--- src/rtl/simpu_pkg.sv ---
// Shared definitions for the simple CPU front end: the HALT opcode and the fetch FSM states.
package simpu_pkg;

  localparam logic [5:0] HALT_OPCODE = 6'b111111;

  typedef enum logic [1:0] {
    IDLE,
    RUN,
    HALT
  } fetch_state_t;

  function automatic logic is_halt_word(input logic [5:0] opcode);
    return opcode == HALT_OPCODE;
  endfunction

endpackage

--- src/rtl/fetch_pc.sv ---
// Program counter: reset value, +1 increment with natural wrap, redirect load taking priority.
module fetch_pc #(
  parameter int unsigned          ADDR_W   = 16,
  parameter logic [ADDR_W-1:0]    RESET_PC = '0
) (
  input  logic              clk,
  input  logic              reset,
  input  logic              i_redirect,
  input  logic [ADDR_W-1:0] i_redirect_pc,
  input  logic              i_inc,
  output logic [ADDR_W-1:0] o_pc
);

  logic [ADDR_W-1:0] r_pc;

  always_ff @(posedge clk or posedge reset) begin
    if (reset) begin
      r_pc <= RESET_PC;
    end else if (i_redirect) begin
      r_pc <= i_redirect_pc;
    end else if (i_inc) begin
      r_pc <= r_pc + ADDR_W'(1);
    end
  end

  assign o_pc = r_pc;

endmodule

--- src/rtl/fetch_unit.sv ---
// Instruction fetch stage: PC, instruction register with valid/ready handoff, redirect and HALT.
// Optional out-of-range fetch trap enabled by defining FETCH_BOUND_CHECK_EN.
module fetch_unit
  import simpu_pkg::*;
#(
  parameter int unsigned       ADDR_W    = 16,
  parameter int unsigned       DATA_W    = 32,
  parameter int unsigned       MEM_DEPTH = 256,
  parameter logic [ADDR_W-1:0] RESET_PC  = '0
) (
  input  logic              clk,
  input  logic              reset,
  input  logic              start,
  output logic [ADDR_W-1:0] imem_addr,
  input  logic [DATA_W-1:0] imem_data,
  output logic [DATA_W-1:0] inst_out,
  output logic [ADDR_W-1:0] inst_pc,
  output logic              inst_valid,
  input  logic              inst_ready,
  input  logic              redirect_valid,
  input  logic [ADDR_W-1:0] redirect_pc,
  output logic              halted,
  output logic              fault
);

`ifdef FETCH_BOUND_CHECK_EN
  localparam logic BOUND_CHECK = 1'b1;
`else
  localparam logic BOUND_CHECK = 1'b0;
`endif
  localparam logic [ADDR_W:0] MEM_LIMIT = (ADDR_W+1)'(MEM_DEPTH);

  fetch_state_t      r_state;
  logic [DATA_W-1:0] r_inst_out;
  logic [ADDR_W-1:0] r_inst_pc;
  logic              r_inst_valid;
  logic              r_fault;

  logic [ADDR_W-1:0] w_pc;
  logic              w_redirect;
  logic              w_can_load;
  logic              w_oob;
  logic              w_load;
  logic              w_fault_evt;
  logic              w_halt_word;

  // Redirect outranks everything, so a word offered in the same cycle is never loaded.
  assign w_redirect  = redirect_valid && (r_state != IDLE);
  assign w_can_load  = (r_state == RUN) && (!r_inst_valid || inst_ready) && !w_redirect;
  assign w_oob       = BOUND_CHECK && ({1'b0, w_pc} >= MEM_LIMIT);
  assign w_load      = w_can_load && !w_oob;
  assign w_fault_evt = w_can_load && w_oob;
  assign w_halt_word = is_halt_word(imem_data[DATA_W-1 -: 6]);

  fetch_pc #(
    .ADDR_W  (ADDR_W),
    .RESET_PC(RESET_PC)
  ) u_pc (
    .clk          (clk),
    .reset        (reset),
    .i_redirect   (w_redirect),
    .i_redirect_pc(redirect_pc),
    .i_inc        (w_load && !w_halt_word),
    .o_pc         (w_pc)
  );

  always_ff @(posedge clk or posedge reset) begin
    if (reset) begin
      r_state      <= IDLE;
      r_inst_out   <= '0;
      r_inst_pc    <= '0;
      r_inst_valid <= 1'b0;
      r_fault      <= 1'b0;
    end else if (w_redirect) begin
      r_inst_valid <= 1'b0;
      r_state      <= RUN;
    end else if (w_load) begin
      r_inst_out   <= imem_data;
      r_inst_pc    <= w_pc;
      r_inst_valid <= 1'b1;
      if (w_halt_word) r_state <= HALT;
    end else if (w_fault_evt) begin
      r_inst_valid <= 1'b0;
      r_fault      <= 1'b1;
      r_state      <= HALT;
    end else begin
      if (r_inst_valid && inst_ready) r_inst_valid <= 1'b0;
      if ((r_state == IDLE) && start) r_state <= RUN;
    end
  end

  assign imem_addr  = w_pc;
  assign inst_out   = r_inst_out;
  assign inst_pc    = r_inst_pc;
  assign inst_valid = r_inst_valid;
  assign halted     = (r_state == HALT);
  assign fault      = r_fault;

endmodule

--- config.mk ---
export PLATFORM = sky130hd
export DESIGN_NAME = fetch_unit
export DESIGN_NICKNAME = d
export VERILOG_FILES = /design/src/rtl/simpu_pkg.sv /design/src/rtl/fetch_pc.sv /design/src/rtl/fetch_unit.sv
export SDC_FILE = /design/constraint.sdc
export NUM_CORES = 1
export LEC_CHECK = 0
export ABC_CLOCK_PERIOD_IN_PS = 6200
export CORE_MARGIN = 1
export CORE_UTILIZATION = 47
export CTS_CLUSTER_DIAMETER = 60
export CTS_CLUSTER_SIZE = 10
export DETAILED_ROUTE_END_ITERATION = 6
export PLACE_DENSITY = 0.83
export SLEW_MARGIN = 10
export SYNTH_ARGS = -nofsm -noshare
export SYNTH_HDL_FRONTEND = slang
export SYNTH_SLANG_ARGS = --single-unit
export TNS_END_PERCENT = 20
--- constraint.sdc ---
create_clock -name clk -period 6.2 [get_ports clk]
set_clock_uncertainty 0.15 [all_clocks]
set_input_delay 1.24 -clock clk [delete_from_list [all_inputs] [get_ports clk]]
set_output_delay 1.24 -clock clk [all_outputs]
set_load 0.05 [all_outputs]
==> metrics.md, run 1 <==
| Metric | Value |
|---|---|
| CP max FO | `20` |
| Critical Path RT | `~6.3 ns` |
| Slowest stage cell, crit path | `nor3_4` |
| Total track usage | `23.51%` |
| Top cells by area, synth | `dfrtp_1 (55%), nand2_1 (21%), nor4_4 (2.1%), nand3_1 (1.5%), o211ai_1 (1.5%)` |
| Tcrit/Tclk final | `approximately 54%` |
| Crit. End Element | `flip-flop` |
| Power Density | `319.4 nW/um2` |
| Final hold vios | `0` |
| Max IR drop VDD | `roughly 170 uV` |
| Starting Density | `about half` |
| Postcts setup bufs | `0` |
| CP startpoint kind | `input pin` |
| CTS tree | `built` |
| Synth top area share | `55.39%` |
| Post-CTS Hold Buffers | `0` |
| Post-Syn Nets | `approximately 400` |
| Library cells used by synthesis | `42` |
| Die ar. | `approximately 6800 um2` |
| Run status | `complete, no violations` |
| Via count | `about 2700` |
| Final WL | `approximately 7.6 mm` |
| # IOs | `120` |
| Setup violators final | `0` |
| Slew of the pin with the lowest slew margin | `between 0.8 and 0.9 ns` |
| H-tree levels | `3` |
| N_diodes | `0` |
| First-pass GRT wire length | `11.97 mm` |
| Worst path arrival time | `3.48 ns` |
| Final GP Congestion | `between 0.8 and 0.9` |
| YS warnings | `0` |
| Post-synthesis sequential area ratio | `a little under three fifths` |
| Leak pwr | `2.016 nW` |
| Routed len/inst | `14.28 um` |
| Final min period | `roughly 3.4 ns` |
| Drt drc | `0` |
| DR iter-0 viols | `~170` |
| Synthesis-to-layout area growth | `46.75%` |
| Clock sinks | `67` |
| Avg Cell Area, Syn | `roughly 9 um2` |
| Largest net degree at the start of global routing | `68` |
| Cells after Synth | `335` |
| Layout Nets | `around 500` |
| Final instance area | `around 4400 um2` |
| Commonest non-fill, non-tap cell in the layout | `nand2_1` |
| Critical path class | `input pin to flip-flop` |
| Share of layout cells above drive strength 1 | `under 10%` |
| Fmax | `between 200 and 300 MHz` |
| Placement-stage cell area | `roughly 4200 um2` |
| Die height | `roughly 80 um` |
| Slowest stage delay, CP | `about 0.56 ns` |
| CTS resizes | `0` |
| Vias in the first global route | `roughly 2600` |
| Die W | `just over 80 um` |
| Grt ovf | `0` |
| Worst Path Buf+Inv | `1` |
| Clock transition at the registers of the reported paths | `0.08 ns` |
| Clk buf depth | `2` |
| Slew HR | `a little under half` |
| Insertion delay to the later sink of the worst-skew pair | `0.34 ns` |
| # Max-Cap Violations | `0` |
| Clock Tree Root | `clkbuf_8` |
| Worst path top cell family by delay | `simple AND/OR/NAND/NOR gates` |
| Vias/cell | `between 5 and 6` |
| Core Region | `6061 um2` |
| Post-Layout Cell Count | `530` |
| Synth area leader | `dfrtp_1` |
| Worst path cell trace | `clkdlybuf4s50_1 -> nand2b_4 -> nor3_4 -> nand2_1 -> or3_1 -> o211ai_1` |
| Slew Limit Fails | `0` |
| DPL Wire Length | `between 5 and 6 mm` |
| RSZ-0062 raised after global routing | `no` |
| Std cell rows | `28` |
| Most frequent cells in the layout | `nand2_1 (166), clkdlybuf4s50_1 (118), dfrtp_1 (67), clkbuf_8 (10), nand3_1 (9)` |
| TritonCTS Buffers | `9` |
| Cells after DPL | `just over 500` |
| First-pass iteration count of the detailed router | `5` |
| Fin util | `73.29%` |
| Synth Cell Area | `slightly above 3000 um2` |
| Yosys reg bits | `67` |
| Worst min path class | `flip-flop to flip-flop` |
| Initial antenna violation count | `0` |
| Setup TNS | `0 ns` |
| Port buffer count | `around 120` |
| Routed Antenna Nets | `0` |
==> power breakdown <==
| part | switching, mW | total (mW) | internal, mW |
|---|---|---|---|
| Sequential | 0.0500 | 0.549 | 0.499 |
| Combinational | 0.332 | 0.504 | 0.172 |
| Clock | 0.170 | 0.366 | 0.197 |
==> kinds of logic (layout without fill, tap and decap cells) <==
family          after synthesis  after routing  share of synthesized area [%]
simple gates                208            208                          31.83
flops                        67             67                          55.39
compound gates               36             36                          8.102
buf+inv                      17            137                          2.646
xor+xnor                      4              4                          1.157
fa+ha+maj                     1              1                         0.4133
other cells                   1              1                         0.1239
mux                           1              1                         0.3307
==> state kept, by name, indices dropped and copies added, names as in the netlist <==
| register | cells |
|---|---|
| inst_out | 32 |
| r_state | 2 |
| inst_pc | 16 |
| inst_valid | 1 |
| u_pc.o_pc | 16 |
==> through the flow <==
| stage | setup slack (ns) | total power, mW | hold slack [ns] |
|---|---|---|---|
| floorplan | 3.127 | 0.8707 | 0.4479 |
| global placement | 2.558 | 1.054 | 0.3061 |
| detailed placement | 2.485 | 1.063 | 0.3119 |
| CTS | 2.830 | 1.427 | 0.3312 |
| global route | 2.614 | 1.481 | 0.3487 |
| finish | 2.827 | 1.419 | 0.3258 |
==> worst reg2reg max path, cell delays in order (launching register included) <==
cell and delay (ns):
dfrtp_1 0.39, nor2b_1 0.18, nor3_4 0.61, nand2_1 0.36, or3_1 0.45, o211ai_1 0.16
==> synthesized netlist by cell type (all sizes together) <==
cell type  number
ha              1
o21a            2
or2             1
nor3            5
conb            1
o21bai          1
or3             3
or4             1
nor2b           2
buf             9
and2b           1
o211a           1
nor2            5
a21o            1
o21ai          10
nand3           9
dfrtp          67
inv             1
clkbuf          7
a221o           2
and3            4
nor4            3
nand2b          3
nand4           1
xnor2           4
a211oi          2
nor3b           1
nand2         166
and4            3
mux2i           1
a21oi           5
o211ai          6
o22ai           1
o311ai          5
==> area by class of cell <==
type	instances	area [um2]
Sequential cell	67	1677
Fill cell	469	1619
Clock inverter	6	63.81
Multi-Input combinational cell	251	1270
Clock buffer	10	137.6
Timing Repair Buffer	120	1196
Inverter	1	3.754
Tap cell	75	93.84
==> worst paths after layout <==
path	from	to	slack, ns	cells after the start
max reg2reg	inst_valid	u_pc.o_pc[12]	3.81	5
max in group asynchronous	reset	inst_pc[10]	4.05	3
min in group asynchronous	reset	inst_out[1]	1.31	3
max	redirect_valid	u_pc.o_pc[12]	2.83	6
min reg2reg	inst_pc[12]	inst_pc[12]	0.33	2
min	inst_pc[12]	inst_pc[12]	0.33	2
==> layer usage <==
metal  GRT usage [%]  part of all wire [%]  vias up
met1           29.37                    43     1290
met4           11.58                   2.0        0
met2           39.26                    49      102
met3           4.176                   6.1       16
li1                -                     -     1328
met5               0                     0        -
(Power assumes the default switching activity.)
==> run 2: changes to the inputs <==
ABC_CLOCK_PERIOD_IN_PS = 2700   (was 6200)
CORE_UTILIZATION = 39   (was 47)
PLACE_DENSITY = 0.73   (was 0.83)
clock period = 2.7 ns   (was 6.2 ns; I/O delays follow)
==> run 2 against run 1 <==
Net effect:
- via count fell by 0.44%
- critical path type is now flip-flop to output pin
- sequential share of layout area fell by 1.0 points
- highest routed layer unchanged
- largest power group unchanged
- combinational power rose by 130%
- sequential cell count did not move
- first-iteration DRC count fell by 35%
- total power rose by 130%
- clock power rose by 130%
==> metrics.md, run 2 (synthesis results as in run 1) <==
| Metric | Value |
|---|---|
| Run status | `complete, no violations` |
| CTS resizes | `0` |
| Post-CTS Hold Buffers | `0` |
| Slew Limit Fails | `0` |
| DPL Wire Length | `roughly 5.5 mm` |
| Fmax | `395.6 MHz` |
| Max IR drop VDD | `approximately 350 uV` |
| Worst min path class | `flip-flop to flip-flop` |
| Commonest non-fill, non-tap cell in the layout | `nand2_1` |
| Via count | `approximately 2700` |
| Fin util | `between 60% and 70%` |
| Crit. End Element | `output pin` |
| Core Region | `7370 um2` |
| Die height | `between 90 and 100 um` |
| Clk buf depth | `2` |
| Synthesis-to-layout area growth | `50.76%` |
| Clock sinks | `67` |
| Setup violators final | `0` |
| Final hold vios | `0` |
| Routed Antenna Nets | `0` |
| Largest net degree at the start of global routing | `between 50 and 60` |
| CTS tree | `built` |
| N_diodes | `0` |
| Insertion delay to the later sink of the worst-skew pair | `between 0.3 and 0.4 ns` |
| Worst Path Buf+Inv | `1` |
| Starting Density | `roughly two fifths` |
| Clock transition at the registers of the reported paths | `~0.06 ns` |
| Worst path arrival time | `1.84 ns` |
| Critical path class | `flip-flop to output pin` |
| Worst path top cell family by delay | `buffers and inverters` |
| Postcts setup bufs | `0` |
| # Max-Cap Violations | `0` |
| TritonCTS Buffers | `9` |
| Min Hold Slack | `between 0.3 and 0.4 ns` |
| H-tree levels | `3` |
| First-pass GRT wire length | `roughly 13 mm` |
| Final WL | `between 7 and 8 mm` |
| Leak pwr | `about 2.1 nW` |
| Vias/cell | `around 4.8` |
| Most frequent cells in the layout | `nand2_1 (166), clkdlybuf4s50_1 (118), dfrtp_1 (67), clkbuf_8 (12), buf_4 (10)` |
| Drt drc | `0` |
| DR iter-0 viols | `around 110` |
| Slew HR | `around two thirds` |
| Critical Path RT | `~2 ns` |
| First-pass iteration count of the detailed router | `5` |
| Share of layout cells above drive strength 1 | `approximately 8%` |
| Final GP Congestion | `about 0.9` |
| Power Density | `about 700 nW/um2` |
| Grt ovf | `0` |
| Total track usage | `roughly a fifth` |
| Std cell rows | `31` |
| Cells after DPL | `approximately 550` |
| Slowest stage delay, CP | `between 0.8 and 0.9 ns` |
| Initial antenna violation count | `0` |
| Worst path cell trace | `and2b_1 -> clkdlybuf4s50_1` |
| RSZ-0062 raised after global routing | `no` |
| Die ar. | `between 8000 and 9000 um2` |
| Tcrit/Tclk final | `a little over nine tenths` |
| Max reg flops | `32` |
| Slowest stage cell, crit path | `clkdlybuf4s50_1` |
| Final min period | `around 2.5 ns` |
| Routed len/inst | `roughly 13 um` |
| Overall power | `3.288 mW` |
| Setup TNS | `0 ns` |
| Vias in the first global route | `between 2000 and 3000` |
| # IOs | `120` |
| Post-Layout Cell Count | `between 500 and 600` |
| Port buffer count | `118` |
| Clock Tree Root | `clkbuf_8` |
| Layout Nets | `513` |
| CP startpoint kind | `flip-flop` |
| CP max FO | `9` |
| Slew of the pin with the lowest slew margin | `around 0.52 ns` |
| Die W | `about 90 um` |
[run 2: per-stage QoR]
step | cell area, um2 | setup WS [ns]
6_report | 4563 | 0.1719
2_1_floorplan | 3027 | 0.3064
5_1_grt | 4563 | 0.08706
4_1_cts | 4563 | 0.1536
3_3_place_gp | 4350 | 0.1901
3_5_place_dp | 4350 | 0.1589
[run 2: worst paths after layout]
check,endpoint,cells after the start,slack (ns),start
worst min-delay path,inst_pc[13],2,0.33,inst_pc[13]
worst max-delay path,halted,2,0.17,r_state[1]
min in group asynchronous,inst_out[2],2,0.34,reset
max in group asynchronous,r_state[1],3,1.47,reset
worst min register to register,inst_pc[13],2,0.33,inst_pc[13]
worst max register to register,u_pc.o_pc[14],6,0.50,u_pc.o_pc[0]
[run 2: cell type report]
cell class | count | area (um2)
clock buffer | 12 | 165.2
clock inverter | 4 | 47.55
fill | 662 | 2806
inverter | 1 | 3.754
multi-input combinational | 251 | 1270
sequential | 67 | 1677
tap | 99 | 123.9
timing repair buffer | 129 | 1276
[run 2: power by group]
group / leakage, nW / switching, mW / internal, mW / total (mW)
clock network: 0.108 / 0.360 / 0.499 / 0.859
logic: 1.15 / 0.762 / 0.407 / 1.17
registers: 0.820 / 0.114 / 1.15 / 1.26
[run 2: worst min-delay path, stage by stage, from the launching register on]
cell     delay [ns]
dfrtp_1        0.34
nand2_1        0.05
nand2_1        0.06
[run 2: metal layers]
| metal | up-vias | wire (um) | GRT usage (%) | share of wire, % |
|---|---|---|---|---|
| li1 | 1357 | - | - | - |
| met1 | 1251 | 3558 | 26.85 | 47 |
| met2 | 102 | 3388 | 30.73 | 45 |
| met3 | 14 | 511 | 5.076 | 6.7 |
| met4 | 0 | 121 | 8.737 | 1.6 |
| met5 | - | 0 | 0 | 0 |
